### config.mk
export PLATFORM = sky130hd
export DESIGN_NAME = cone_bist_ctrl_flat
export DESIGN_NICKNAME = d
export VERILOG_FILES = /design/src/rtl/cone_bist_ctrl_if.sv /design/src/rtl/cone_bist_ctrl.sv /design/src/flat_wrapper.sv
export SDC_FILE = /design/constraint.sdc
export NUM_CORES = 1
export LEC_CHECK = 0
export BUFFER_PORTS_ARGS = -buffer_cell sky130_fd_sc_hd__buf_2
export CAP_MARGIN = 15
export CORE_MARGIN = 2
export CORE_UTILIZATION = 40
export CTS_BUF_LIST = sky130_fd_sc_hd__clkbuf_4 sky130_fd_sc_hd__clkbuf_8 sky130_fd_sc_hd__clkbuf_16
export CTS_CLUSTER_DIAMETER = 200
export DETAILED_ROUTE_END_ITERATION = 10
export MAX_ROUTING_LAYER = met4
export PLACE_DENSITY_LB_ADDON = 0.08
export SETUP_SLACK_MARGIN = 0.5
export SYNTH_ARGS = -nofsm -noshare
export SYNTH_HDL_FRONTEND = slang
export SYNTH_SLANG_ARGS = --single-unit
### constraint.sdc
create_clock -name clk -period 4.01 [get_ports clk]
set_input_delay 0.401 -clock clk [delete_from_list [all_inputs] [get_ports clk]]
set_output_delay 0.401 -clock clk [all_outputs]
set_load 0.05 [all_outputs]
### src/rtl/cone_bist_ctrl_if.sv
// Test-access side of the cone BIST controller: run control, sampled run
// parameters and status/signature readback.
interface cone_bist_ctrl_if #(
   parameter int unsigned N_IN  = 22,
   parameter int unsigned SIG_W = 16,
   parameter int unsigned CNT_W = 16
);
   logic             start;
   logic             abort;
   logic [N_IN-1:0]  seed;
   logic [CNT_W-1:0] num_pat;
   logic [SIG_W-1:0] golden;
   logic             busy;
   logic             done;
   logic             pass;
   logic [SIG_W-1:0] signature;

   // Test-access controller side
   modport master (
      output start, abort, seed, num_pat, golden,
      input  busy, done, pass, signature
   );

   // BIST controller side
   modport slave (
      input  start, abort, seed, num_pat, golden,
      output busy, done, pass, signature
   );
endinterface

### src/rtl/cone_bist_ctrl.sv
// BIST initiator for one combinational cone: a Fibonacci LFSR drives
// registered patterns into the cone, a MISR compacts the responses and the
// final signature is compared against a golden value.
module cone_bist_ctrl #(
   parameter int unsigned          N_IN      = 22,
   parameter int unsigned          N_OUT     = 1,
   parameter int unsigned          SIG_W     = 16,
   parameter logic [N_IN-1:0]      LFSR_TAPS = 22'h300000,
   parameter logic [SIG_W-1:0]     MISR_POLY = 16'h1021,
   parameter int unsigned          CNT_W     = 16
) (
   input  logic             clk,
   input  logic             rst_n,
   cone_bist_ctrl_if.slave  tap,
   output logic [N_IN-1:0]  pat_o,
   input  logic [N_OUT-1:0] resp_i
);

   localparam logic [2:0] ST_IDLE  = 3'd0;
   localparam logic [2:0] ST_LOAD  = 3'd1;
   localparam logic [2:0] ST_RUN   = 3'd2;
   localparam logic [2:0] ST_FLUSH = 3'd3;
   localparam logic [2:0] ST_DONE  = 3'd4;

   localparam logic [N_IN-1:0]  LFSR_ONE = {{(N_IN-1){1'b0}}, 1'b1};
   localparam logic [CNT_W-1:0] CNT_ONE  = {{(CNT_W-1){1'b0}}, 1'b1};

   logic [2:0]       state_q, state_d;
   logic [N_IN-1:0]  lfsr_q,  lfsr_d;
   logic [N_IN-1:0]  pat_q,   pat_d;
   logic [SIG_W-1:0] misr_q,  misr_d;
   logic [CNT_W-1:0] cnt_q,   cnt_d;
   logic [CNT_W-1:0] npat_q,  npat_d;
   logic [SIG_W-1:0] gold_q,  gold_d;
   logic             pass_q,  pass_d;

   logic [N_IN-1:0]  lfsr_step;
   logic [SIG_W-1:0] resp_ext;
   logic [SIG_W-1:0] misr_step;

   // LFSR advance, response zero-extension and MISR compaction step
   always_comb begin
      lfsr_step = {lfsr_q[N_IN-2:0], ^(lfsr_q & LFSR_TAPS)};
      resp_ext  = '0;
      resp_ext[N_OUT-1:0] = resp_i;
      misr_step = {misr_q[SIG_W-2:0], 1'b0} ^ (misr_q[SIG_W-1] ? MISR_POLY : '0) ^ resp_ext;
   end

   // Next-state logic; abort overrides everything, including a coincident start
   always_comb begin
      state_d = state_q;
      lfsr_d  = lfsr_q;
      pat_d   = pat_q;
      misr_d  = misr_q;
      cnt_d   = cnt_q;
      npat_d  = npat_q;
      gold_d  = gold_q;
      pass_d  = pass_q;
      if (tap.abort) begin
         state_d = ST_IDLE;
         lfsr_d  = '0;
         pat_d   = '0;
         misr_d  = '0;
         cnt_d   = '0;
         pass_d  = 1'b0;
      end else begin
         case (state_q)
            ST_IDLE, ST_DONE: begin
               if (tap.start) begin
                  state_d = ST_LOAD;
                  npat_d  = tap.num_pat;
                  gold_d  = tap.golden;
                  // an all-zero seed would lock the LFSR up
                  lfsr_d  = (tap.seed == '0) ? LFSR_ONE : tap.seed;
                  misr_d  = '0;
                  pass_d  = 1'b0;
               end
            end
            ST_LOAD: begin
               pat_d = lfsr_q;
               cnt_d = npat_q;
               if (npat_q == '0) begin
                  state_d = ST_DONE;
                  pass_d  = (misr_q == gold_q);
               end else begin
                  state_d = ST_RUN;
               end
            end
            ST_RUN: begin
               misr_d = misr_step;
               lfsr_d = lfsr_step;
               pat_d  = lfsr_step;
               cnt_d  = cnt_q - CNT_ONE;
               // leaving at 1 means the counter never reaches below zero
               if (cnt_q == CNT_ONE) begin
                  state_d = ST_FLUSH;
               end
            end
            ST_FLUSH: begin
               state_d = ST_DONE;
               pass_d  = (misr_q == gold_q);
            end
            default: begin
               state_d = ST_IDLE;
            end
         endcase
      end
   end

   // State registers with asynchronous active-low reset
   always_ff @(posedge clk or negedge rst_n) begin
      if (!rst_n) begin
         state_q <= ST_IDLE;
         lfsr_q  <= '0;
         pat_q   <= '0;
         misr_q  <= '0;
         cnt_q   <= '0;
         npat_q  <= '0;
         gold_q  <= '0;
         pass_q  <= 1'b0;
      end else begin
         state_q <= state_d;
         lfsr_q  <= lfsr_d;
         pat_q   <= pat_d;
         misr_q  <= misr_d;
         cnt_q   <= cnt_d;
         npat_q  <= npat_d;
         gold_q  <= gold_d;
         pass_q  <= pass_d;
      end
   end

   assign tap.busy      = (state_q == ST_LOAD) || (state_q == ST_RUN) || (state_q == ST_FLUSH);
   assign tap.done      = (state_q == ST_DONE);
   assign tap.pass      = pass_q;
   assign tap.signature = misr_q;
   assign pat_o         = pat_q;

endmodule

### src/flat_wrapper.sv
// flat-port wrapper written by rule: the top's interface ports become plain ports
module cone_bist_ctrl_flat 
#(
   parameter int unsigned          N_IN      = 22,
   parameter int unsigned          N_OUT     = 1,
   parameter int unsigned          SIG_W     = 16,
   parameter logic [N_IN-1:0]      LFSR_TAPS = 22'h300000,
   parameter logic [SIG_W-1:0]     MISR_POLY = 16'h1021,
   parameter int unsigned          CNT_W     = 16
)
  (clk, rst_n, pat_o, resp_i, tap_start, tap_abort, tap_seed, tap_num_pat, tap_golden, tap_busy, tap_done, tap_pass, tap_signature);
  cone_bist_ctrl_if #(.N_IN(N_IN), .SIG_W(SIG_W), .CNT_W(CNT_W)) tap_i ();
  input  logic clk;
  input  logic rst_n;
  output logic [N_IN-1:0] pat_o;
  input  logic [N_OUT-1:0] resp_i;
  input wire logic [$bits(tap_i.start)-1:0] tap_start;
  input wire logic [$bits(tap_i.abort)-1:0] tap_abort;
  input wire logic [$bits(tap_i.seed)-1:0] tap_seed;
  input wire logic [$bits(tap_i.num_pat)-1:0] tap_num_pat;
  input wire logic [$bits(tap_i.golden)-1:0] tap_golden;
  output wire logic [$bits(tap_i.busy)-1:0] tap_busy;
  output wire logic [$bits(tap_i.done)-1:0] tap_done;
  output wire logic [$bits(tap_i.pass)-1:0] tap_pass;
  output wire logic [$bits(tap_i.signature)-1:0] tap_signature;
  assign tap_i.start = tap_start;
  assign tap_i.abort = tap_abort;
  assign tap_i.seed = tap_seed;
  assign tap_i.num_pat = tap_num_pat;
  assign tap_i.golden = tap_golden;
  assign tap_busy = tap_i.busy;
  assign tap_done = tap_i.done;
  assign tap_pass = tap_i.pass;
  assign tap_signature = tap_i.signature;
  cone_bist_ctrl #(.N_IN(N_IN), .N_OUT(N_OUT), .SIG_W(SIG_W), .LFSR_TAPS(LFSR_TAPS), .MISR_POLY(MISR_POLY), .CNT_W(CNT_W)) u_core (.clk(clk), .rst_n(rst_n), .tap(tap_i), .pat_o(pat_o), .resp_i(resp_i));
endmodule
After elaboration in Yosys (flattened, before gate mapping)
Index checks and enable logic that the tools add are counted.
Storage, ports and cells
  memories: 0
  output and inout port bits: 41
  latch bits: 0
  bits in writable memories: 0
  register bits: 112
  word-level logic and storage cells: 56
  bits in read-only memories: 0
Cells by class
  bitwise operators: 3
  magnitude comparators: 0
  shift-type cells: 0
  add/subtract/negate cells: 1
  muxes and demuxes: 21
  multipliers: 0
  divide/modulo/power cells: 0
  reductions and logical operators: 14
  eq/ne operators: 9
Operator list (number)
  22-bit 2-to-1 mux: 4
  22-bit one-hot mux with 2 select lines: 2
  16-bit one-hot mux with 2 select lines: 2
  16-bit 2-to-1 mux: 3
  22-bit logical NOT: 1
  22-bit parity: 1
  16-bit by 1-bit == test with 1-bit output (second input constant): 1
  16-bit == test: 1
  16-bit logical NOT: 1
  16-bit by 1-bit subtractor with 16-bit output (second input constant): 1
  16-bit by 1-bit bitwise XOR with 16-bit output: 1
  16-bit bitwise XOR: 1
  13-bit 2-to-1 mux: 1
  3-bit 2-to-1 mux: 4
  3-bit one-hot mux with 4 select lines: 1
  3-bit by 2-bit == test with 1-bit output (second input constant): 2
  3-bit by 2-bit != test with 1-bit output (second input constant): 2
  3-bit AND reduction: 2
  3-bit nonzero test: 2
  2-bit AND reduction: 2
  4-bit nonzero test: 1
  3-bit by 1-bit == test with 1-bit output (second input constant): 1
  3-bit == test (second input constant): 1
  3-bit logical NOT: 1
  6 further kinds: 9

Longest topological paths before layout
  depth in word-level cells: 5
  depth in mapped cells: 9
  gate-level depth less buffers: 7

Worst setup path before layout
OpenSTA, ideal clock, no wires.
  path type: register -> register
  start: register u_core.cnt_q[0]
  end: register u_core.cnt_q[4]
  path buffers: 0
  arrival time: 1633 ps
  cell stages (with the launch flop): 8
  slack: 2304 ps
  period minus slack after synthesis: 1706 ps
  required time: 3938 ps
  path through: dfrtp_1 > inv_1 > ha_1 > or3b_1 > or3_1 > a21oi_1 > a21oi_1 > nor2_1
On the way
  cells in the longest elaborated chain, start to end: 3
RTL lines
  from (decl): line cone_bist_ctrl.sv:32  | logic [CNT_W-1:0] cnt_q, cnt_d;
  from (signal assigned): line cone_bist_ctrl.sv:126  | cnt_q <= cnt_d;
  16-bit by 1-bit subtractor with 16-bit output: line cone_bist_ctrl.sv:93  | cnt_d = cnt_q - CNT_ONE;
  16-bit one-hot mux with 2 select lines: line cone_bist_ctrl.sv:67  | case (state_q)
  16-bit 2-to-1 mux: line cone_bist_ctrl.sv:59  | if (tap.abort) begin
No other way between the ends.
A chain may end at the register's enable or synchronous reset.

Final worst setup path
  start: register u_core.state_q[0]
  end: register u_core.cnt_q[11]
On the way
  cells in the longest elaborated chain, start to end: 3
RTL lines
  from (decl): line cone_bist_ctrl.sv:28  | logic [2:0] state_q, state_d;
  from (signal assigned): line cone_bist_ctrl.sv:122  | state_q <= state_d;
  3-bit by 2-bit == test with 1-bit output or 3-bit by 1-bit == test with 1-bit output (tied branches): line cone_bist_ctrl.sv:67
  16-bit one-hot mux with 2 select lines: line cone_bist_ctrl.sv:67
  16-bit 2-to-1 mux: line cone_bist_ctrl.sv:59
Parallel ways exist; a longest one is shown, timed or not.

==> out/qor.log <==
qor: timing.worst_slew_pin_slew 1.02 ns
qor: cells_and_area.insertedDiodeCount 0
qor: synthesis.synth_async_sr_flop_share 1.00
qor: synthesis.synth_area_leaders dfrtp_1 51%, mux2_2 6.8%, a211oi_1 6.2%, nor3_1 4.2%, nor2_1 4.0%
qor: die.initial_core_util 0.411
qor: cts.post-cts-setup-buffer-count 0
qor: die.die_x 121 um
qor: synthesis.synth_fp_nets 593
qor: worst_setup_path.worst-endpoint-arrival 2.63 ns
qor: global_routing.grt.busiest_layer met2
qor: synthesis.netlist_top_cells_count 112 x dfrtp_1, 59 x nor2_1, 46 x nor3_1
qor: cts.cts_max_path_buffers 2
qor: synthesis.yosys_most_used_dff dfrtp_1
qor: global_routing.grt.overflow.total 0
qor: synthesis.syn-cell-area 5470 um2
qor: detailed_routing.number_of_detailed_routing_iterations_run_before_antenna_repair 4
qor: cts.cts.repair.resized 0
qor: cts.clkSlewWorstSetupHoldPaths 0.07 ns
qor: global_routing.grt.met3_usage 0.0287
qor: worst_hold_path.hp-class input pin to async pin
qor: detailed_routing.detail_route.wl_per_cell 18.2 um
qor: cts.clkLatencyLatePin 0.36 ns
qor: cts.ctsHoldBuffers 0
qor: pwr.power_density 595 nW/um2
qor: worst_setup_path.worst-setup-path-type flop to flop
qor: detailed_routing.drc 0
qor: detailed_routing.route.vias.total 4389
qor: synthesis.post_synth_inst_count 532
qor: global_routing.gr-usage-met1 0.291
qor: synthesis.synth-edff-count 0
qor: worst_setup_path.worst-endpoint-required 4.21 ns
qor: pwr.irDropWorstVdd 0.000320 V
qor: synthesis.synth.yosys.seq_area_share 0.512
qor: worst_setup_path.critical_path.endpoint_type flop
qor: synthesis.synth_seq_cells 112
qor: die.rows 42
qor: synthesis.synth_top_area_cell dfrtp_1
qor: placed_design.place.gp.congestion 0.844
qor: timing.timing.clock.skew 0.0107 ns
qor: timing.max_clock_freq 412 MHz
qor: outcome.outcome completed
qor: worst_setup_path.worstSetupStartpointType flop
qor: timing.timing_hold_violations_final 0
qor: synthesis.synth_largest_type_area_fraction 0.512
qor: cts.cts_tree done
qor: timing.timing.setup.tns 0 ns
qor: worst_setup_path.path_max_fanout 26
qor: cts.cts_htree_levels 3
qor: placed_design.dp.cells 775
qor: detailed_routing.drt-initial-drc-count 321
qor: detailed_routing.detail_route.wirelength 14400 um
qor: cts.cts_sinks 112
qor: cts.tritoncts.num_buffers 9
qor: synthesis.yosysMostFrequentCell dfrtp_1
qor: global_routing.grt_pass1_wl 23800 um
qor: job.max-cap-violations 0
qor: pwr.power_leakage 2.94 nW
qor: global_routing.grt_max_degree 78
qor: timing.final-setup-viol-count 0
qor: cells_and_area.nets 671
qor: placed_design.portBuffers 99
qor: timing.rsz0062_at_grt no
qor: detailed_routing.antenna_violating_nets_post_route 0
qor: cells_and_area.non_filler_cells_final 791
qor: worst_setup_path.r2r_startpoint u_core.state_q[0]
qor: cells_and_area.layout-drive-gt1-share 0.275
qor: placed_design.dp_hpwl 9450 um
qor: timing.slew_viol_final 0
qor: cells_and_area.area_growth 16.2%
qor: synthesis.avgSynthCellArea 10.3 um2
qor: die.dieHeight 121 um
qor: die.top_level_ports 100
qor: synthesis.synth_cell_types 51
qor: die.core_area 13300 um2
qor: cts.cts-root-buf clkbuf_16
qor: global_routing.vias_in_the_first_global_route 4514
qor: die.die_area 14600 um2
qor: synthesis.yosys_warnings 0
qor: global_routing.groute.layer.met2.usage 0.324
qor: global_routing.grt.total_usage 0.212
qor: timing.layout_worst_path_cycle_share 0.605
qor: timing.slew_headroom 0.323
qor: detailed_routing.avgViaCountPerCell 5.55
qor: worst_setup_path.worst_setup_path_startpoint u_core.state_q[0]
qor: timing.period_minus_slack 2.43 ns
qor: global_routing.grt_antenna_before_repair 0
kinds of logic (layout without fill, tap and decap cells):
family | after synthesis | after routing | synth area share
AND/OR/NAND/NOR | 195 | 195 | 0.190
adder cells (fa/ha/maj) | 2 | 2 | 0.00457
buffers and inverters | 42 | 125 | 0.0368
flip-flops | 112 | 112 | 0.512
XOR/XNOR | 21 | 21 | 0.0336
AO/OA/AOI/OAI | 127 | 127 | 0.155
multiplexers | 33 | 33 | 0.0679
worst max-delay path, stage by stage (launching register included):
cell and delay [ns]:
dfrtp_1 0.58, nor2b_1 0.45, o21ba_2 0.63, nor2_2 0.24, o21ai_0 0.24, o21ai_0 0.12
where the power goes:
part	internal [mW]	total (mW)	switching [mW]
logic	0.451	1.26	0.813
clock network	0.513	0.920	0.408
registers	1.38	1.60	0.225
total	2.34	3.78	1.45
per-layer routing:
metal,wire [um],vias up,part of all wire
met2,6860,91,0.48
met5,0,-,0
met3,448,19,0.031
met1,6800,2190,0.47
li1,-,2089,-
met4,261,0,0.018
stage by stage:
stage               area (um2)  hold slack (ns)  setup slack, ns  utilization  power [mW]
finish                    6360            0.204             1.58        0.478        3.78
global route              6360            0.273             1.34        0.478        4.03
CTS                       6360            0.256             1.59        0.478        3.81
detailed placement        6060            0.490             1.61        0.456        2.88
global placement          6060            0.486             1.72        0.456        2.86
floorplan                 5470            0.105             2.30            -        2.53
final timing paths:
| path | slack, ns | to | cells after the start |
|---|---|---|---|
| max in group asynchronous | 2.94 | u_core.tap.signature[12] | 2 |
| worst max-delay path | 1.58 | u_core.cnt_q[11] | 5 |
| min in group clk | 0.28 | u_core.npat_q[3] | 2 |
| worst max register to register | 1.58 | u_core.cnt_q[11] | 5 |
| worst min register to register | 0.50 | u_core.pat_o[0] | 2 |
| worst min-delay path | 0.20 | u_core.cnt_q[10] | 1 |
sequential cells by signal (all words and copies together), names as in the netlist:
register and flops:
u_core.cnt_q 16, u_core.gold_q 16, u_core.lfsr_q 22, u_core.npat_q 16, u_core.pat_o 22, u_core.state_q 3
u_core.tap.pass 1, u_core.tap.signature 16
cell usage in the layout, fill, tap and decap left out, types with 2 or more instances in the layout:
| cell type | instances |
|---|---|
| a21oi_1 | 20 |
| clkbuf_16 | 9 |
| or3_1 | 2 |
| dfrtp_1 | 112 |
| and2_1 | 22 |
| nand3_1 | 3 |
| and3_1 | 4 |
| clkbuf_4 | 4 |
| a211oi_1 | 45 |
| a31oi_1 | 6 |
| nand2_1 | 12 |
| or4_4 | 2 |
| nor2_2 | 3 |
| nor3_1 | 46 |
| nor2b_1 | 3 |
| nand4_1 | 5 |
| nor2_1 | 59 |
| inv_1 | 3 |
| a22oi_1 | 2 |
| o21a_1 | 2 |
| nor4_1 | 18 |
| a22o_1 | 13 |
| nor3b_2 | 2 |
| buf_4 | 8 |
| xnor2_1 | 4 |
| o21ai_0 | 23 |
| mux2_2 | 33 |
| nand2b_1 | 4 |
| xor2_1 | 17 |
| nor3b_1 | 2 |
| buf_2 | 98 |
| o21ai_1 | 7 |
| ha_1 | 2 |
area by class of cell:
| type | instances | area (um2) |
|---|---|---|
| Fill cell | 1289 | 6940 |
| Sequential cell | 112 | 2800 |
| Multi-Input combinational cell | 378 | 2470 |
| Timing Repair Buffer | 106 | 551 |
| Clock buffer | 13 | 255 |
| Tap cell | 176 | 220 |
| Clock inverter | 3 | 42.5 |
| Inverter | 3 | 11.3 |
Power figures use the tool's default switching activity.
